`src/rtl/alu_muldiv_seq.sv`:
```
// Sequential unsigned MUL / DIVU / REMU that borrows the shared execute-stage ALU
// for every add or subtract; shift-and-add multiply, restoring divide.
module alu_muldiv_seq #(
    parameter int unsigned DATA_WIDTH = 32,
    parameter int unsigned CNT_W      = $clog2(DATA_WIDTH)
) (
    input  logic                  clk,
    input  logic                  rst,
    input  logic                  start,
    input  logic [1:0]            op,
    input  logic [DATA_WIDTH-1:0] opa,
    input  logic [DATA_WIDTH-1:0] opb,
    output logic                  ready,
    output logic                  busy,
    output logic                  done,
    output logic [DATA_WIDTH-1:0] result,
    output logic [DATA_WIDTH-1:0] ALUop1,
    output logic [DATA_WIDTH-1:0] ALUop2,
    output logic [2:0]            ALUctrl,
    output logic                  ALUsrc,
    input  logic [DATA_WIDTH-1:0] ALUout
);

    typedef enum logic [1:0] {StIdle, StCalc, StDone} state_e;

    localparam logic [1:0] OpMul  = 2'b00;
    localparam logic [1:0] OpDivu = 2'b01;
    localparam logic [1:0] OpRemu = 2'b10;
    localparam logic [1:0] OpRsvd = 2'b11;

    localparam logic [2:0] AluAdd = 3'b000;
    localparam logic [2:0] AluSub = 3'b001;

    localparam logic [CNT_W-1:0] CntLast = CNT_W'(DATA_WIDTH - 1);

    state_e                state_q, state_d;
    logic [1:0]            op_q, op_d;
    logic [CNT_W-1:0]      cnt_q, cnt_d;
    logic [DATA_WIDTH-1:0] acc_q, acc_d;
    logic [DATA_WIDTH-1:0] mcand_q, mcand_d;
    logic [DATA_WIDTH-1:0] mplier_q, mplier_d;
    // The partial remainder is always below the divisor, so its extra top bit stays
    // zero and is not stored; it reappears as rn[DATA_WIDTH] after the shift.
    logic [DATA_WIDTH-1:0] rem_q, rem_d;
    logic [DATA_WIDTH-1:0] quo_q, quo_d;
    logic [DATA_WIDTH-1:0] divisor_q, divisor_d;
    logic [DATA_WIDTH-1:0] result_q, result_d;

    logic [DATA_WIDTH:0]   rn;
    logic                  ge;

    assign rn = {rem_q, quo_q[DATA_WIDTH-1]};
    assign ge = rn[DATA_WIDTH] | (rn[DATA_WIDTH-1:0] >= divisor_q);

    always_comb begin
        state_d   = state_q;
        op_d      = op_q;
        cnt_d     = cnt_q;
        acc_d     = acc_q;
        mcand_d   = mcand_q;
        mplier_d  = mplier_q;
        rem_d     = rem_q;
        quo_d     = quo_q;
        divisor_d = divisor_q;
        result_d  = result_q;
        ALUop1    = '0;
        ALUop2    = '0;
        ALUctrl   = AluAdd;

        case (state_q)
            StIdle: begin
                if (start) begin
                    op_d      = op;
                    cnt_d     = '0;
                    acc_d     = '0;
                    mcand_d   = opa;
                    mplier_d  = opb;
                    rem_d     = '0;
                    quo_d     = opa;
                    divisor_d = opb;
                    if (op == OpRsvd) begin
                        result_d = '0;
                        state_d  = StDone;
                    end else if (op != OpMul && opb == '0) begin
                        result_d = (op == OpDivu) ? '1 : opa;
                        state_d  = StDone;
                    end else begin
                        state_d = StCalc;
                    end
                end
            end

            StCalc: begin
                cnt_d = cnt_q + 1'b1;
                if (op_q == OpMul) begin
                    ALUop1  = acc_q;
                    ALUop2  = mcand_q;
                    ALUctrl = AluAdd;
                    if (mplier_q[0]) begin
                        acc_d = ALUout;
                    end
                    mcand_d  = mcand_q << 1;
                    mplier_d = mplier_q >> 1;
                end else begin
                    ALUop1  = rn[DATA_WIDTH-1:0];
                    ALUop2  = divisor_q;
                    ALUctrl = AluSub;
                    // A wrapped difference is exact here since the true value is < divisor.
                    rem_d   = ge ? ALUout : rn[DATA_WIDTH-1:0];
                    quo_d   = {quo_q[DATA_WIDTH-2:0], ge};
                end

                if (cnt_q == CntLast) begin
                    state_d = StDone;
                    case (op_q)
                        OpMul:   result_d = acc_d;
                        OpDivu:  result_d = quo_d;
                        OpRemu:  result_d = rem_d;
                        default: result_d = '0;
                    endcase
                end
            end

            StDone: begin
                state_d = StIdle;
            end

            default: begin
                state_d = StIdle;
            end
        endcase
    end

    always_ff @(posedge clk) begin
        if (rst) begin
            state_q   <= StIdle;
            op_q      <= '0;
            cnt_q     <= '0;
            acc_q     <= '0;
            mcand_q   <= '0;
            mplier_q  <= '0;
            rem_q     <= '0;
            quo_q     <= '0;
            divisor_q <= '0;
            result_q  <= '0;
        end else begin
            state_q   <= state_d;
            op_q      <= op_d;
            cnt_q     <= cnt_d;
            acc_q     <= acc_d;
            mcand_q   <= mcand_d;
            mplier_q  <= mplier_d;
            rem_q     <= rem_d;
            quo_q     <= quo_d;
            divisor_q <= divisor_d;
            result_q  <= result_d;
        end
    end

    assign ready  = (state_q == StIdle);
    assign busy   = (state_q == StCalc) || (state_q == StDone);
    assign done   = (state_q == StDone);
    assign result = result_q;
    assign ALUsrc = 1'b0;

endmodule

```
`config.mk`:
```
export PLATFORM = sky130hd
export DESIGN_NAME = alu_muldiv_seq
export DESIGN_NICKNAME = d
export VERILOG_FILES = /design/src/rtl/alu_muldiv_seq.sv
export SDC_FILE = /design/constraint.sdc
export NUM_CORES = 1
export LEC_CHECK = 0
export CORE_MARGIN = 5
export CORE_UTILIZATION = 50
export CTS_BUF_LIST = sky130_fd_sc_hd__clkbuf_8
export DETAILED_ROUTE_END_ITERATION = 10
export PLACE_DENSITY_LB_ADDON = 0.12
export RECOVER_POWER = 25
export SYNTH_ARGS = -nofsm -noshare
export SYNTH_HDL_FRONTEND = slang
export SYNTH_SLANG_ARGS = --single-unit
```
`constraint.sdc`:
```
create_clock -name clk -period 2.8 [get_ports clk]
set_input_delay 0.42 -clock clk [delete_from_list [all_inputs] [get_ports clk]]
set_output_delay 0.42 -clock clk [all_outputs]
set_load 0.05 [all_outputs]
```
==> flow_summary.toml <==
[outcome]
outcome = "complete, but fails checks"
violations = "setup timing"

[detailed_routing]
dr_total_vias = 13700
post-route-drc-count = 0
detail_route.wirelength_um = 49400
drt-wirelength-per-cell_um = 21.7
drt_first_pass_iters = 6
detail-route-antenna-nets = 0
drt-initial-drc-count = 1809
via_per_inst = 6.01

[clock_network]
tritoncts = "done"
clockRootBuffer = "clkbuf_8"
cts.path.max_buffers = 3
clock_latency_at_the_later_pin_of_the_worst_skew_pair_ns = 0.56
clk_pin_slew_ns = 0.07
postCtsSetupBuffers = 0
cts.htree.levels = 2
cts_num_sinks = 233
tritoncts.num_buffers = 41

[grt]
overflow = 0
via_count_of_the_first_global_routing_pass = 12900
grt_antenna_before_repair = 0
grt_usage_pct = 33.0
grt_pass1_wl_um = 75500
grt_max_degree = 100

[yosys]
ys.flop_type = "dfxtp_1"
ys_types = 46
synth.top_cell.area_share_pct = 36.2
synthesis.area_per_instance_um2 = 7.45
syn-instance-count = 1730
synth-edff-count = 0
ys_seq_elements = 233
synth-async-reset-ratio_pct = 0
sequential_to_total_area_share_from_yosys_stat_pct = 36.2
synth.yosys.warnings = 0
mappedNetlistArea_mm2 = 0.0129
synth_top_cells_by_area = "dfxtp_1 (36%), mux2i_1 (11%), nand2_1 (8.6%), nor2_1 (8.2%), a21oi_1 (7.3%)"
synth.largest_area_cell = "dfxtp_1"

[place]
dpl_cell_area_mm2 = 0.0163
number_of_cells_in_the_design_after_placement = 2203
i_o_buffers = 200
dp_hpwl_um = 35800
place_congestion = 0.937

[power]
leakagePower_nw = 6.69
irDropWorstVdd_uv = 544
totalPowerFinal_w = 0.0122
powerDensity_mw_per_mm2 = 710

[floorplanning]
die_h_um = 171
num_rows = 58
die_area_mm2 = 0.0291
io_pins = 204
die_x_um = 171
core-area_mm2 = 0.0253
initial_core_utilization_pct = 51.0

[timing]
relSlewSlack_pct = 44.1
fmax_mhz = 356
setup-violations-final = 1
timing.setup.tns_ns = -0.00758
worst_clock_skew_ns = 0.0253
grt_setup_unrepaired = "false"
timing_worst_slew_pin_value_ns = 0.839
final_critical_path_setup_slack_ns = -0.00758
min_period_ns = 2.81
min_period_over_period_pct = 100
finalHoldViolations = 0
slew_violations = 0

[critical_path]
setup.worst_path.class = "flip-flop to output pin"
critical_path.most_common_cell = "buf_12"
timing.critical_path.slowest_stage_cell = "a21oi_1"
timing.critical_path.required_ns = 2.38
max_stage_delay_ns = 0.40
critical_path.max_fanout = 35
timing.critical_path.arrival_ns = 2.39
cp_cell_sequence = "buf_4 > or2_4 > buf_12 > nand2_1 > a21oi_1 > buf_12"
worst_setup_path_start_kind = "flip-flop"
worstSetupEndpointType = "output pin"

[final_layout]
final_layout_size_suffix_gt1_share_pct = 12.4
synthToLayoutAreaGrowth_pct = 33.3
fin_cells = 2277
final_core_util_pct = 68.0
layout.nets = 2054
stdcell_area_mm2 = 0.0172

[hold_path]
timing.hold.worst.class = "input port to flip-flop"

[job]
drv_cap = 0
-- power by group --
group / switching (W) / internal (W)
Sequential: 0.000430 / 0.00385
Combinational: 0.00284 / 0.00167
Clock: 0.00148 / 0.00193
-- per-layer routing --
metal  track usage (%)  vias up  wire length [um]
li1                  -     6409                 -
met3              7.46      137              5720
met5                 0        -                 0
met1              46.3     6348             20400
met4              10.9        0              1880
met2              50.6      795             21500
-- logic make-up (layout without fill, tap and decap cells) --
kind of cell	Yosys count	after routing	share of synthesized area [%]
buffers and inverters	191	405	6.03
adder cells (fa/ha/maj)	37	37	3.59
flip-flops	233	233	36.2
AND/OR/NAND/NOR	633	633	19.4
AO/OA/AOI/OAI	493	493	23.7
other	1	4	0.0291
multiplexers	142	142	11.0
-- Yosys cell counts, types with 4 or more instances --
cell type and number:
ha_1 37, o211a_1 16, nor3_1 16, nand2_1 296, a311o_1 14, a22oi_1 38
nor2b_1 4, and2_1 5, a31oi_1 15, o21ai_1 18, clkbuf_1 131, a21oi_1 189
dfxtp_1 233, nor4_1 8, a211oi_1 64, o21ai_0 75, o22ai_1 33, nor2_1 282
nand4_1 4, nand3_1 6, buf_1 9, buf_6 6, o31a_1 17, mux2i_1 142
inv_1 39
-- cells in the final DEF, fill, tap and decap left out, drive strengths merged, types with 17 or more instances in the layout --
cell type,Yosys,layout
a22oi,38,38
o31a,17,17
nor2,283,283
inv,39,50
clkbuf,131,59
clkdlybuf4s50,0,104
o22ai,33,33
dlygate4sd3,0,30
a21oi,189,189
o21ai,93,93
nand2,296,296
ha,37,37
mux2i,142,142
a211oi,64,64
buf,21,155
dfxtp,233,233
-- stage by stage --
step	hold slack [ns]	setup slack, ns
2_1_floorplan	0.426	0.180
3_3_place_gp	0.460	-0.125
3_5_place_dp	0.461	-0.207
4_1_cts	0.320	0.0313
5_1_grt	0.350	0.000884
6_report	0.327	-0.00758
-- sequential cells by signal, summed over array words and instances (netlist names) --
signal / cells
acc_q: 32
cnt_q: 5
divisor_q: 32
mcand_q: 32
mplier_q: 32
op_q: 2
quo_q: 32
rem_q: 32
result: 32
state_q: 2
-- worst max-delay path: cells and delay by family (launching register included) --
family / cells / cell delay [ns]
buffers and inverters: 3 / 0.67
AO/OA/AOI/OAI: 1 / 0.40
flip-flops: 1 / 0.34
AND/OR/NAND/NOR: 2 / 0.42
-- worst paths after layout --
path	start	end	slack (ns)	depth (start not counted)
max	op_q[1]$_SDFFE_PP0P_	ALUop1[31]	-0.008	6
min	rst	quo_q[18]$_SDFFE_PP0P_	0.33	2
max reg2reg	divisor_q[19]$_SDFFE_PP0P_	result[15]$_SDFFE_PP0P_	0.15	10
min reg2reg	divisor_q[17]$_SDFFE_PP0P_	divisor_q[17]$_SDFFE_PP0P_	0.46	2
-- repair_timing --
action                     in CTS  in global routing
hold endpoints to repair        0                  0
resized for setup               2                 10
hold buffers                    0                  0
setup endpoints to repair      35                 61
-- cell type report --
type | instances | area [um^2]
diodes | 1 | 2.50
well taps | 330 | 413
multi-input cells | 1308 | 7520
flip-flops and latches | 233 | 4670
inverters | 39 | 146
clock inverters | 18 | 129
repair buffers | 293 | 3540
fillers | 2176 | 8080
clock buffers | 55 | 757
Note: power is estimated with default switching activity, not from simulation.
